$ cat config.mk
export PLATFORM = sky130hd
export DESIGN_NAME = mem_access_ctrl_flat
export DESIGN_NICKNAME = d
export VERILOG_FILES = /design/src/rtl/mem_access_ctrl_if.sv /design/src/rtl/mem_access_ctrl.sv /design/src/flat_wrapper.sv
export SDC_FILE = /design/constraint.sdc
export NUM_CORES = 1
export LEC_CHECK = 0
export ABC_AREA = 1
export CAP_MARGIN = 5
export CORE_ASPECT_RATIO = 0.75
export CORE_UTILIZATION = 36
export DETAILED_ROUTE_END_ITERATION = 8
export GPL_TIMING_DRIVEN = 0
export HOLD_SLACK_MARGIN = 0.12
export PLACE_DENSITY = 0.69
export SYNTH_ARGS = -nofsm -noshare
export SYNTH_HDL_FRONTEND = slang
export SYNTH_SLANG_ARGS = --single-unit
$ cat constraint.sdc
create_clock -name clk -period 2.8 [get_ports clk]
set_input_delay 0.56 -clock clk [delete_from_list [all_inputs] [get_ports clk]]
set_output_delay 0.56 -clock clk [all_outputs]
set_load 0.01 [all_outputs]
$ cat src/rtl/mem_access_ctrl_if.sv
// Bus between the processor datapath, mem_access_ctrl and the singleport_ram.
// Handshake: the requester raises req with req_we/req_addr/req_wdata and holds them until it sees
// the one-cycle ack; the controller samples req only while busy=0 and ignores it otherwise.
interface mem_access_ctrl_if #(
  parameter int ADDR_W = 9,
  parameter int DATA_W = 16
);
  logic              req;
  logic              req_we;
  logic [ADDR_W-1:0] req_addr;
  logic [DATA_W-1:0] req_wdata;
  logic              busy;
  logic              ack;
  logic              err;
  logic [DATA_W-1:0] rdata;
  logic              ram_write_en;
  logic              ram_read_en;
  logic [ADDR_W-1:0] ram_addr;
  logic [DATA_W-1:0] ram_data_in;
  logic [DATA_W-1:0] ram_data_out;

  modport master (
    output req, req_we, req_addr, req_wdata, ram_data_out,
    input  busy, ack, err, rdata, ram_write_en, ram_read_en, ram_addr, ram_data_in
  );

  modport slave (
    input  req, req_we, req_addr, req_wdata, ram_data_out,
    output busy, ack, err, rdata, ram_write_en, ram_read_en, ram_addr, ram_data_in
  );
endinterface

$ cat src/rtl/mem_access_ctrl.sv
// Single-word request/ack front end for singleport_ram: issues the RAM enables, waits out the
// read latency, returns rdata with a one-cycle ack and rejects out-of-range addresses with err.
module mem_access_ctrl #(
  parameter int ADDR_W       = 9,
  parameter int DATA_W       = 16,
  parameter int DEPTH        = 512,
  parameter int READ_LATENCY = 1
) (
  input  logic             clk,
  input  logic             rst_n,
  mem_access_ctrl_if.slave bus,
  output logic [1:0]       o_dbg_state
);

  localparam logic [1:0] IDLE  = 2'd0;
  localparam logic [1:0] WRITE = 2'd1;
  localparam logic [1:0] READ  = 2'd2;
  localparam logic [1:0] DONE  = 2'd3;

  localparam logic [2:0] RL = 3'(READ_LATENCY);

  logic [1:0]        r_state;
  logic [2:0]        r_cnt;
  logic              r_err_pend;
  logic              r_busy;
  logic              r_ack;
  logic              r_err;
  logic [DATA_W-1:0] r_rdata;
  logic              r_write_en;
  logic              r_read_en;
  logic [ADDR_W-1:0] r_addr;
  logic [DATA_W-1:0] r_data_in;
  logic              w_addr_bad;

  assign w_addr_bad = int'(bus.req_addr) >= DEPTH;

  always_ff @(posedge clk or negedge rst_n) begin
    if (!rst_n) begin
      r_state    <= IDLE;
      r_cnt      <= 3'd0;
      r_err_pend <= 1'b0;
      r_busy     <= 1'b0;
      r_ack      <= 1'b0;
      r_err      <= 1'b0;
      r_rdata    <= '0;
      r_write_en <= 1'b0;
      r_read_en  <= 1'b0;
      r_addr     <= '0;
      r_data_in  <= '0;
    end else begin
      case (r_state)
        IDLE: begin
          r_ack <= 1'b0;
          r_err <= 1'b0;
          if (bus.req) begin
            r_addr    <= bus.req_addr;
            r_data_in <= bus.req_wdata;
            r_busy    <= 1'b1;
            if (w_addr_bad) begin
              r_err_pend <= 1'b1;
              r_state    <= DONE;
            end else if (bus.req_we) begin
              r_write_en <= 1'b1;
              r_state    <= WRITE;
            end else begin
              r_read_en <= 1'b1;
              r_cnt     <= 3'd0;
              r_state   <= READ;
            end
          end
        end
        WRITE: begin
          r_write_en <= 1'b0;
          r_ack      <= 1'b1;
          r_state    <= DONE;
        end
        READ: begin
          r_cnt <= r_cnt + 3'd1;
          if (r_cnt == RL) begin
            r_rdata   <= bus.ram_data_out;
            r_ack     <= 1'b1;
            r_read_en <= 1'b0;
            r_state   <= DONE;
          end
        end
        DONE: begin
          // A rejected request spends one extra DONE cycle so its ack lands one edge after sampling.
          if (r_err_pend) begin
            r_err_pend <= 1'b0;
            r_ack      <= 1'b1;
            r_err      <= 1'b1;
          end else begin
            r_ack   <= 1'b0;
            r_err   <= 1'b0;
            r_busy  <= 1'b0;
            r_state <= IDLE;
          end
        end
        default: r_state <= IDLE;
      endcase
    end
  end

  assign bus.busy         = r_busy;
  assign bus.ack          = r_ack;
  assign bus.err          = r_err;
  assign bus.rdata        = r_rdata;
  assign bus.ram_write_en = r_write_en;
  assign bus.ram_read_en  = r_read_en;
  assign bus.ram_addr     = r_addr;
  assign bus.ram_data_in  = r_data_in;
  assign o_dbg_state      = r_state;

endmodule

$ cat src/flat_wrapper.sv
// flat-port wrapper written by rule: the top's interface ports become plain ports
module mem_access_ctrl_flat 
#(
  parameter int ADDR_W       = 9,
  parameter int DATA_W       = 16,
  parameter int DEPTH        = 512,
  parameter int READ_LATENCY = 1
)
  (clk, rst_n, o_dbg_state, bus_req, bus_req_we, bus_req_addr, bus_req_wdata, bus_ram_data_out, bus_busy, bus_ack, bus_err, bus_rdata, bus_ram_write_en, bus_ram_read_en, bus_ram_addr, bus_ram_data_in);
  mem_access_ctrl_if #(.ADDR_W(ADDR_W), .DATA_W(DATA_W)) bus_i ();
  input  logic clk;
  input  logic rst_n;
  output logic [1:0] o_dbg_state;
  input wire logic [$bits(bus_i.req)-1:0] bus_req;
  input wire logic [$bits(bus_i.req_we)-1:0] bus_req_we;
  input wire logic [$bits(bus_i.req_addr)-1:0] bus_req_addr;
  input wire logic [$bits(bus_i.req_wdata)-1:0] bus_req_wdata;
  input wire logic [$bits(bus_i.ram_data_out)-1:0] bus_ram_data_out;
  output wire logic [$bits(bus_i.busy)-1:0] bus_busy;
  output wire logic [$bits(bus_i.ack)-1:0] bus_ack;
  output wire logic [$bits(bus_i.err)-1:0] bus_err;
  output wire logic [$bits(bus_i.rdata)-1:0] bus_rdata;
  output wire logic [$bits(bus_i.ram_write_en)-1:0] bus_ram_write_en;
  output wire logic [$bits(bus_i.ram_read_en)-1:0] bus_ram_read_en;
  output wire logic [$bits(bus_i.ram_addr)-1:0] bus_ram_addr;
  output wire logic [$bits(bus_i.ram_data_in)-1:0] bus_ram_data_in;
  assign bus_i.req = bus_req;
  assign bus_i.req_we = bus_req_we;
  assign bus_i.req_addr = bus_req_addr;
  assign bus_i.req_wdata = bus_req_wdata;
  assign bus_i.ram_data_out = bus_ram_data_out;
  assign bus_busy = bus_i.busy;
  assign bus_ack = bus_i.ack;
  assign bus_err = bus_i.err;
  assign bus_rdata = bus_i.rdata;
  assign bus_ram_write_en = bus_i.ram_write_en;
  assign bus_ram_read_en = bus_i.ram_read_en;
  assign bus_ram_addr = bus_i.ram_addr;
  assign bus_ram_data_in = bus_i.ram_data_in;
  mem_access_ctrl #(.ADDR_W(ADDR_W), .DATA_W(DATA_W), .DEPTH(DEPTH), .READ_LATENCY(READ_LATENCY)) u_core (.clk(clk), .rst_n(rst_n), .bus(bus_i), .o_dbg_state(o_dbg_state));
endmodule
==> metrics.txt, run 1 <==
GRT Residual Overflow=0; DRT iter0 DRCs=69; routed vias/inst=4.607; MaxCap Viol Count=0; Final nets=400; Sequential Area=1251 um2; fin crit share=67.60%; routed wire length=5275 um; port buffer count=90; Clk pin slew, worst setup/hold paths=90 ps; top-area cell type share of the netlist area=54.47%; largest net degree at the start of global routing=34; Area growth syn-to-layout=48.91%; first-pass GRT wire length=9066 um; Layout Skew=6.287 ps; post-synth top area cell=dfrtp_1; Fin. Hold Viols=0; number of clock sinks seen by CTS=50; syn avg cell area=9.189 um2; startpoint types=flop; hold slack=194.6 ps; die area=6708 um2; share of layout cells above drive strength 1=13.75%; later-pin clock latency in the skew report=310 ps; DPL Wire Length=3869 um; WL per Instance=12.35 um; most area-consuming cells after synthesis=dfrtp_1, nand2_1, nand3_1; Total GRT Usage=17.30%; Syn Inst Count=250; status=complete, no violations; worst slack, placed=1088 ps; post-CTS setup buffers=0; synthesized area=2297 um2; critical path cell sequence=clkdlybuf4s50_1; DRC=0; Initial Util=38.44%; IO Count=93; Critical Path RT=2240 ps; clock buffer depth=2; CP max-delay cell=clkdlybuf4s50_1; First-pass DRT Iterations=4; gpl congestion=0.7657; crit path time final=1893 ps; crit path kind=flop to output pin; Peak Freq=528.3 MHz; Crit Path Max Fanout=5; Worst Path Buf+Inv=1; Via Count=1,967; CTS Hold Bufs=0; antenna violations before repair=0; WP data arrival=1330 ps; vias in the first global route=1,937; Synth cell types=19; Inserted Clock Buffers=5; Seq/Total Area, Yosys=54.47%; CTS tree=built; Setup violations, final=0; syn_nets=302; leakage power=1.666 nW; Ys Warns=0; Final Util=57.24%; P per Cell Area=1083 nW/um2; Slew Viols, Final=0; Critical Path Max Stage Delay=580 ps; synthesized flop and latch total=50; CTS-repair resized insts=0; Crit. End Element=output pin; critical path's top delay family=buffers and inverters; fillers=555; worst min path class=primary input to async pin; multi-input logic area=909.6 um2; CTS H-tree lvls=2; Peak VDD IR=0.5217 mV; antenna cells=0; Cell Rows=24; Antenna Violating Nets Remaining=0; Setup TNS=0 ps; core footprint=5976 um2; final worst slack=907.2 ps; Die Span Y=71.18 um; cell at the root of the clock tree=clkbuf_8; RSZ-0062 raised after global routing=no; DIE WIDTH=94.24 um
==> path summary, 6_finish.rpt <==
kind	start	endpoint	slack, ps	cells past startpoint
max	u_core.o_dbg_state[0]$_DFFE_PN0P_	o_dbg_state[0]	910	1
max in group asynchronous	rst_n	u_core.bus.rdata[13]$_DFFE_PN0P_	2080	2
min	rst_n	u_core.bus.rdata[9]$_DFFE_PN0P_	190	1
min reg2reg	u_core.bus.rdata[14]$_DFFE_PN0P_	u_core.bus.rdata[14]$_DFFE_PN0P_	480	2
max reg2reg	u_core.o_dbg_state[0]$_DFFE_PN0P_	u_core.bus.ram_read_en$_DFFE_PN0P_	1190	8
min in group clk	u_core.bus.rdata[14]$_DFFE_PN0P_	u_core.bus.rdata[14]$_DFFE_PN0P_	480	2
==> where the power goes <==
| group | internal (W) | switching (W) | total, W | leakage [nW] |
|---|---|---|---|---|
| Combinational | 0.000971 | 0.000917 | 0.00189 | 1.00 |
| Sequential | 0.00107 | 0.000234 | 0.00130 | 0.615 |
| Clock | 0.000267 | 0.000244 | 0.000511 | 0.0514 |
==> sequential cells by signal, indices dropped and copies added, names as in the netlist <==
name,flops
u_core.bus.busy,1
u_core.bus.ack,1
u_core.bus.ram_data_in,16
u_core.bus.rdata,16
u_core.bus.ram_write_en,1
u_core.r_cnt,3
u_core.bus.ram_addr,9
u_core.bus.ram_read_en,1
u_core.o_dbg_state,2
==> cell usage after synthesis <==
cell type / count
inv_2: 2
buf_2: 9
o21ai_0: 2
nor2_1: 4
nand2_2: 11
ha_1: 7
nand3_1: 47
inv_1: 11
o21ai_1: 3
conb_1: 1
nor2_4: 1
o21ai_2: 1
o21bai_1: 1
buf_4: 3
dfrtp_1: 50
nand2_1: 84
buf_12: 1
nand2_4: 11
o211ai_1: 1
==> through the flow <==
stage	instances	total power (W)	area, um2
2_1_floorplan	250	0.002285	2297
3_3_place_gp	418	0.003186	3296
3_5_place_dp	419	0.003220	3311
4_1_cts	427	0.003747	3421
5_1_grt	427	0.004010	3421
6_report	427	0.003703	3421
==> worst reg2reg max path, delay by kind of cell (launching register included) <==
kind / cells / cell delay [ps]
fa+ha+maj: 1 / 180
buf+inv: 2 / 350
flops: 1 / 450
simple gates: 5 / 520
==> layout by cell type, fill, tap and decap left out <==
cell type,n
buf_12,2
buf_2,10
buf_4,3
bufinv_16,1
clkbuf_1,1
clkbuf_8,5
clkdlybuf4s50_1,89
clkinvlp_4,1
conb_1,1
dfrtp_1,50
ha_1,7
inv_1,11
inv_2,2
nand2_1,84
nand2_2,11
nand2_4,11
nand3_1,47
nor2_1,4
nor2_4,1
o211ai_1,1
o21ai_0,2
o21ai_1,3
o21ai_2,1
o21bai_1,1
==> final cells by class <==
| cell class | instances | area share [%] |
|---|---|---|
| sequential | 50 | 36.58 |
| timing repair buffer | 91 | 26.77 |
| multi-input combinational | 174 | 26.59 |
| tap | 78 | 2.853 |
| buffer | 13 | 2.560 |
| clock buffer | 6 | 2.121 |
| inverter | 13 | 1.426 |
| clock inverter | 2 | 1.097 |
==> logic make-up (layout without fill, tap and decap cells) <==
family | count (synthesis) | after routing | share of synthesized area [%]
flops | 50 | 50 | 54.47
other cells | 1 | 1 | 0.1632
simple gates | 158 | 158 | 33.50
fa+ha+maj | 7 | 7 | 3.812
compound gates | 8 | 8 | 2.124
buf+inv | 26 | 125 | 5.937
==> routing by layer <==
| layer | share of wire (%) | up-vias | track usage, % |
|---|---|---|---|
| met1 | 48 | 923 | 23.98 |
| li1 | - | 981 | - |
| met4 | 1.2 | 0 | 5.128 |
| met2 | 45 | 55 | 27.21 |
| met5 | 0 | - | 0 |
| met3 | 5.6 | 8 | 3.763 |
Power figures use the tool's default switching activity.
==> run 2, diff against run 1 <==
--- a/config.mk
+++ b/config.mk
@@ -12,7 +12,7 @@
 export DETAILED_ROUTE_END_ITERATION = 8
 export GPL_TIMING_DRIVEN = 0
 export HOLD_SLACK_MARGIN = 0.12
-export PLACE_DENSITY = 0.69
+export PLACE_DENSITY = 0.71
 export SYNTH_ARGS = -nofsm -noshare
 export SYNTH_HDL_FRONTEND = slang
 export SYNTH_SLANG_ARGS = --single-unit
==> constraint.sdc (replaced) <==
create_clock -name clk -period 1.6 [get_ports clk]
set_input_delay 0.32 -clock clk [delete_from_list [all_inputs] [get_ports clk]]
set_output_delay 0.32 -clock clk [all_outputs]
set_load 0.01 [all_outputs]
==> run 2 against run 1 <==
- core utilization increased by 1.7 points
- sequential share of layout area decreased by 1.0 points
- critical path depth unchanged
- register-to-register slack got worse by 1100 ps
- power increased by 79%
- setup slack got worse by 840 ps
- final cell count increased by 1.9%
- clock power increased by 74%
- via count increased by 0.41%
- largest cell class unchanged
- global-route usage decreased by 0.92 points
- clock skew increased by 0.58 ps
- wire length increased by 1.3%
==> metrics.txt, run 2 (same netlist as run 1, synthesis figures left out) <==
status=complete, no violations; gpl congestion=0.7588; largest net degree at the start of global routing=28; Crit Reg-Reg Startpoint=u_core.o_dbg_state[0]$_DFFE_PN0P_; hold_sp=bus_req; First-pass DRT Iterations=4; critical path cell sequence=clkdlybuf4s50_1; number of clock sinks seen by CTS=50; most frequent cells in the layout=nand2_1, clkdlybuf4s50_1, dfrtp_1; MaxCap Viol Count=0; Critical Path Max Stage Delay=540 ps; Clk pin slew, worst setup/hold paths=100 ps; Setup violations, final=0; cell at the root of the clock tree=clkbuf_8; P per Cell Area=1884 nW/um2; Peak Freq=652.4 MHz; share of layout cells above drive strength 1=16.81%; DP Area=3311 um2; Seq pwr share=33.8%; first-pass GRT wire length=8666 um; Final nets=408; GRT Residual Overflow=0; startpoint types=flop; antenna violations before repair=0; routed vias/inst=4.540; vias in the first global route=1,889; fin crit share=95.80%; Sw Share=37.46%; DIE WIDTH=94.24 um; antenna cells=0; crit path kind=flop to output pin; metal3 WL=360 um; Hold Path Depth=3; clock buffer depth=2; Top Layer Used=met4; max_slew headroom=62.02%; hold slack=383.0 ps; r2r setup slk=110 ps; Net Sw Power=0.002485 W; core footprint=5976 um2; crit path time final=1533 ps; Routed met1 length=2498 um; reg2reg end=u_core.bus.ram_read_en$_DFFE_PN0P_; worst min path class=primary input to flop; Area growth syn-to-layout=53.32%; Total GRT Usage=16.39%; Cell Rows=24; Worst Path Buf+Inv=1; DRC=0; RSZ-0062 raised after global routing=no; Initial Util=38.44%; die area=6708 um2; DPL Wire Length=3984 um; clock power share=13.4%; port buffer count=90; WL per Instance=12.29 um; Peak VDD IR=0.9690 mV; Die Span Y=71.18 um; WHS Endpoint=u_core.bus.ram_addr[1]$_DFFE_PN0P_; worst slack, placed=-16.11 ps; worst slew pin tran=569.7 ps; Critical Path RT=1280 ps; Fin. Hold Viols=0; R2R cell count=8; final worst slack=67.13 ps; internal power component=0.004149 W; Setup TNS=0 ps; routed wire length=5344 um; Antenna Violating Nets Remaining=0; IO Count=93; leakage power=1.778 nW; Layout Skew=6.871 ps; Inserted Clock Buffers=5; DRT iter0 DRCs=93; met2 WL=2457 um; later-pin clock latency in the skew report=290 ps; Crit Path Max Fanout=2; Via Count=1,975; CTS tree=built; Slew Viols, Final=0; WP data arrival=1210 ps; critical path's top delay family=buffers and inverters; Crit. End Element=output pin; Final Cell Area=3522 um2; most common cell after layout, fill and taps aside=nand2_1; Comb pwr share=52.8%; CP max-delay cell=clkdlybuf4s50_1; CTS H-tree lvls=2
## run 2: cell types whose count changed in the layout (fill, tap and decap cells not counted), moves of 2 or more
cell / delta
dlygate4sd2_1: +2
buf_2: -4
dlymetal6s2s_1: +5
clkdlybuf4s50_1: -7
buf_4: +10
## run 2: timing repair
item | CTS | global route
setup buffers | 4 | 3
gates cloned | 0 | 0
pin swaps | 0 | 1
hold buffers | 1 | 0
endpoints found under the setup margin | 5 | 43
endpoints found under the hold margin | 23 | 0
gates resized for setup | 3 | 16
## run 2: layout make-up
| type | instances | area, um2 |
|---|---|---|
| inverter | 13 | 48.80 |
| buffer | 13 | 97.59 |
| clock inverter | 3 | 43.79 |
| timing repair buffer | 99 | 988.4 |
| fill | 527 | 2454 |
| clock buffer | 5 | 68.82 |
| sequential | 50 | 1252 |
| tap | 78 | 97.59 |
| multi-input combinational | 174 | 924.6 |
## run 2: power groups by stage
stage	combinational, W	sequential [W]	clock [W]
5_1_grt	0.00387	0.00233	0.000966
4_1_cts	0.00344	0.00227	0.000922
2_1_floorplan	0.00144	0.00256	0
6_report	0.00350	0.00224	0.000889
3_3_place_gp	0.00328	0.00229	0
3_5_place_dp	0.00335	0.00230	0
## run 2: metrics by stage
step,utilization (%),power (W),cells
finish,58.94,0.006634,435
global route,58.94,0.007164,435
CTS,57.96,0.006633,432
detailed placement,55.40,0.005652,419
global placement,55.15,0.005570,418
floorplan,-,0.003999,250
## run 2: worst max-delay path by stage
| stage | from | end | slack, ps | cells past startpoint |
|---|---|---|---|---|
| after floorplan | u_core.o_dbg_state[0]$_DFFE_PN0P_ | u_core.bus.ram_read_en$_DFFE_PN0P_ | 200 | 8 |
| after global routing | u_core.bus.ram_data_in[14]$_DFFE_PN0P_ | bus_ram_data_in[14] | 8 | 1 |
| after global placement | rst_n | u_core.r_cnt[1]$_DFFE_PN0P_ | -1300 | 1 |
| after detailed placement | u_core.o_dbg_state[0]$_DFFE_PN0P_ | u_core.bus.ram_read_en$_DFFE_PN0P_ | -20 | 8 |
| final | u_core.bus.rdata[15]$_DFFE_PN0P_ | bus_rdata[15] | 70 | 1 |
| after CTS | u_core.bus.rdata[7]$_DFFE_PN0P_ | bus_rdata[7] | 6 | 1 |
## run 2: layer usage
metal	up-vias	track usage [%]
met5	-	0
met4	0	3.419
met3	4	4.839
met2	56	26.17
met1	916	22.14
li1	999	-
==> run 3, diff against run 2 <==
--- a/config.mk
+++ b/config.mk
@@ -8,11 +8,11 @@
 export ABC_AREA = 1
 export CAP_MARGIN = 5
 export CORE_ASPECT_RATIO = 0.75
-export CORE_UTILIZATION = 36
+export CORE_UTILIZATION = 39
 export DETAILED_ROUTE_END_ITERATION = 8
 export GPL_TIMING_DRIVEN = 0
 export HOLD_SLACK_MARGIN = 0.12
-export PLACE_DENSITY = 0.71
+export PLACE_DENSITY = 0.76
 export SYNTH_ARGS = -nofsm -noshare
 export SYNTH_HDL_FRONTEND = slang
 export SYNTH_SLANG_ARGS = --single-unit
==> run 3 against run 2 <==
- clock-buffer cell count increased by 1
- combinational power increased by 1%
- sequential share of layout area decreased by 0.088 points
- core utilization increased by 5.3 points
- via count increased by 1.5%
- register-to-register slack about the same
- critical path type unchanged
- highest routed layer unchanged
==> metrics.txt, run 3 (same netlist as run 1, synthesis figures left out) <==
DPL Wire Length=3951 um; largest net degree at the start of global routing=38; Hold Path Depth=3; DRC=0; antenna violations before repair=0; Inserted Clock Buffers=5; Total GRT Usage=17.99%; Fin. Hold Viols=0; Slew Viols, Final=0; startpoint types=flop; gpl congestion=0.7414; r2r setup slk=110 ps; fillers=501; clock buffer depth=2; Levels on crit path=1; Clk pin slew, worst setup/hold paths=90 ps; GRT Residual Overflow=0; crit path kind=flop to output pin; routed vias/inst=4.620; Critical Path RT=1280 ps; Crit. End Element=output pin; CTS tree=built; Worst Path Buf+Inv=1; P per Cell Area=1897 nW/um2; share of layout cells above drive strength 1=16.71%; CP max-delay cell=clkdlybuf4s50_1; crit path time final=1567 ps; CTS H-tree lvls=2; core footprint=5497 um2; Die Span Y=68.47 um; antenna cells=0; first-pass GRT wire length=8652 um; Cell Rows=23; Peak Freq=638.1 MHz; Antenna Violating Nets Remaining=0; First-pass DRT Iterations=4; Initial Util=41.79%; RSZ-0062 raised after global routing=yes; DRT iter0 DRCs=95; critical path cell sequence=clkdlybuf4s50_1; leakage power=1.782 nW; port buffer count=90; Peak VDD IR=0.9262 mV; WL per Instance=12.62 um; worst slack, placed=53.72 ps; final worst slack=32.79 ps; cell at the root of the clock tree=clkbuf_8; MaxCap Viol Count=0; most frequent cells in the layout=nand2_1, clkdlybuf4s50_1, dfrtp_1; status=complete, no violations; routed wire length=5478 um; IO Count=93; later-pin clock latency in the skew report=300 ps; vias in the first global route=1,861; Crit Path Max Fanout=2; hold slack=378.4 ps; Setup violations, final=0; critical path's top delay family=buffers and inverters; Layout Skew=4.635 ps; DIE WIDTH=90.62 um; number of clock sinks seen by CTS=50; R2R cell count=6; Critical Path Max Stage Delay=560 ps; worst min path class=primary input to flop; Final nets=411; fin crit share=97.95%; Via Count=2,005; die area=6204 um2; WP data arrival=1250 ps; Area growth syn-to-layout=53.70%
[run 3: cell count changes in the layout (fill, tap and decap cells not counted), sizes merged]
cell,delta
buf,+1
clkbuf,+3
clkdlybuf4s50,+1
clkinv,-1
dlymetal6s2s,-1
inv,-1
[run 3: through the flow]
step	setup TNS (ps)	cells	total power, W	cell area, um2	utilization (%)
after global routing	-22.91	434	0.007212	3531	64.24
after floorplan	0	250	0.003999	2297	-
final	0	434	0.006699	3531	64.24
after CTS	0	428	0.006633	3457	62.90
after detailed placement	0	416	0.005650	3307	60.16
after global placement	-64180	415	0.005566	3292	59.89
[run 3: layer usage]
layer / GRT usage (%) / routed length [um] / vias up
li1: - / - / 1007
met1: 25.30 / 2670 / 934
met2: 27.27 / 2456 / 59
met3: 4.778 / 323 / 5
met4: 5.444 / 27 / 0
met5: 0 / 0 / -
[run 3: report_power, final]
group	switching, W	leakage (nW)	internal [W]
Clock	0.000412	0.0573	0.000501
Combinational	0.00170	1.11	0.00184
Sequential	0.000369	0.614	0.00187
Total	0.00248	1.78	0.00422
[run 3: timing repair]
| action | in CTS | in global routing |
|---|---|---|
| setup endpoints to repair | 4 | 42 |
| resized for setup | 2 | 12 |
| endpoints found under the hold margin | 13 | 0 |
| hold buffers | 1 | 0 |
| setup buffers | 4 | 6 |
[run 3: final timing paths]
kind | end | from
setup reg to reg | u_core.bus.rdata[9]$_DFFE_PN0P_ | u_core.o_dbg_state[0]$_DFFE_PN0P_
setup / recovery | bus_rdata[13] | u_core.bus.rdata[13]$_DFFE_PN0P_
hold / removal | u_core.bus.ram_addr[2]$_DFFE_PN0P_ | bus_req
max in group asynchronous | u_core.o_dbg_state[0]$_DFFE_PN0P_ | rst_n
min in group asynchronous | u_core.bus.rdata[14]$_DFFE_PN0P_ | rst_n
hold reg to reg | u_core.bus.ram_addr[8]$_DFFE_PN0P_ | u_core.bus.ram_addr[8]$_DFFE_PN0P_
[run 3: area by class of cell]
type | count | area [um2] | area share, %
flip-flops and latches | 50 | 1252 | 35.47
repair buffers | 102 | 1008 | 28.56
multi-input cells | 174 | 917.1 | 25.97
plain buffers | 13 | 97.59 | 2.764
well taps | 75 | 93.84 | 2.658
clock buffers | 6 | 82.58 | 2.339
inverters | 13 | 48.80 | 1.382
clock inverters | 1 | 30.03 | 0.8505
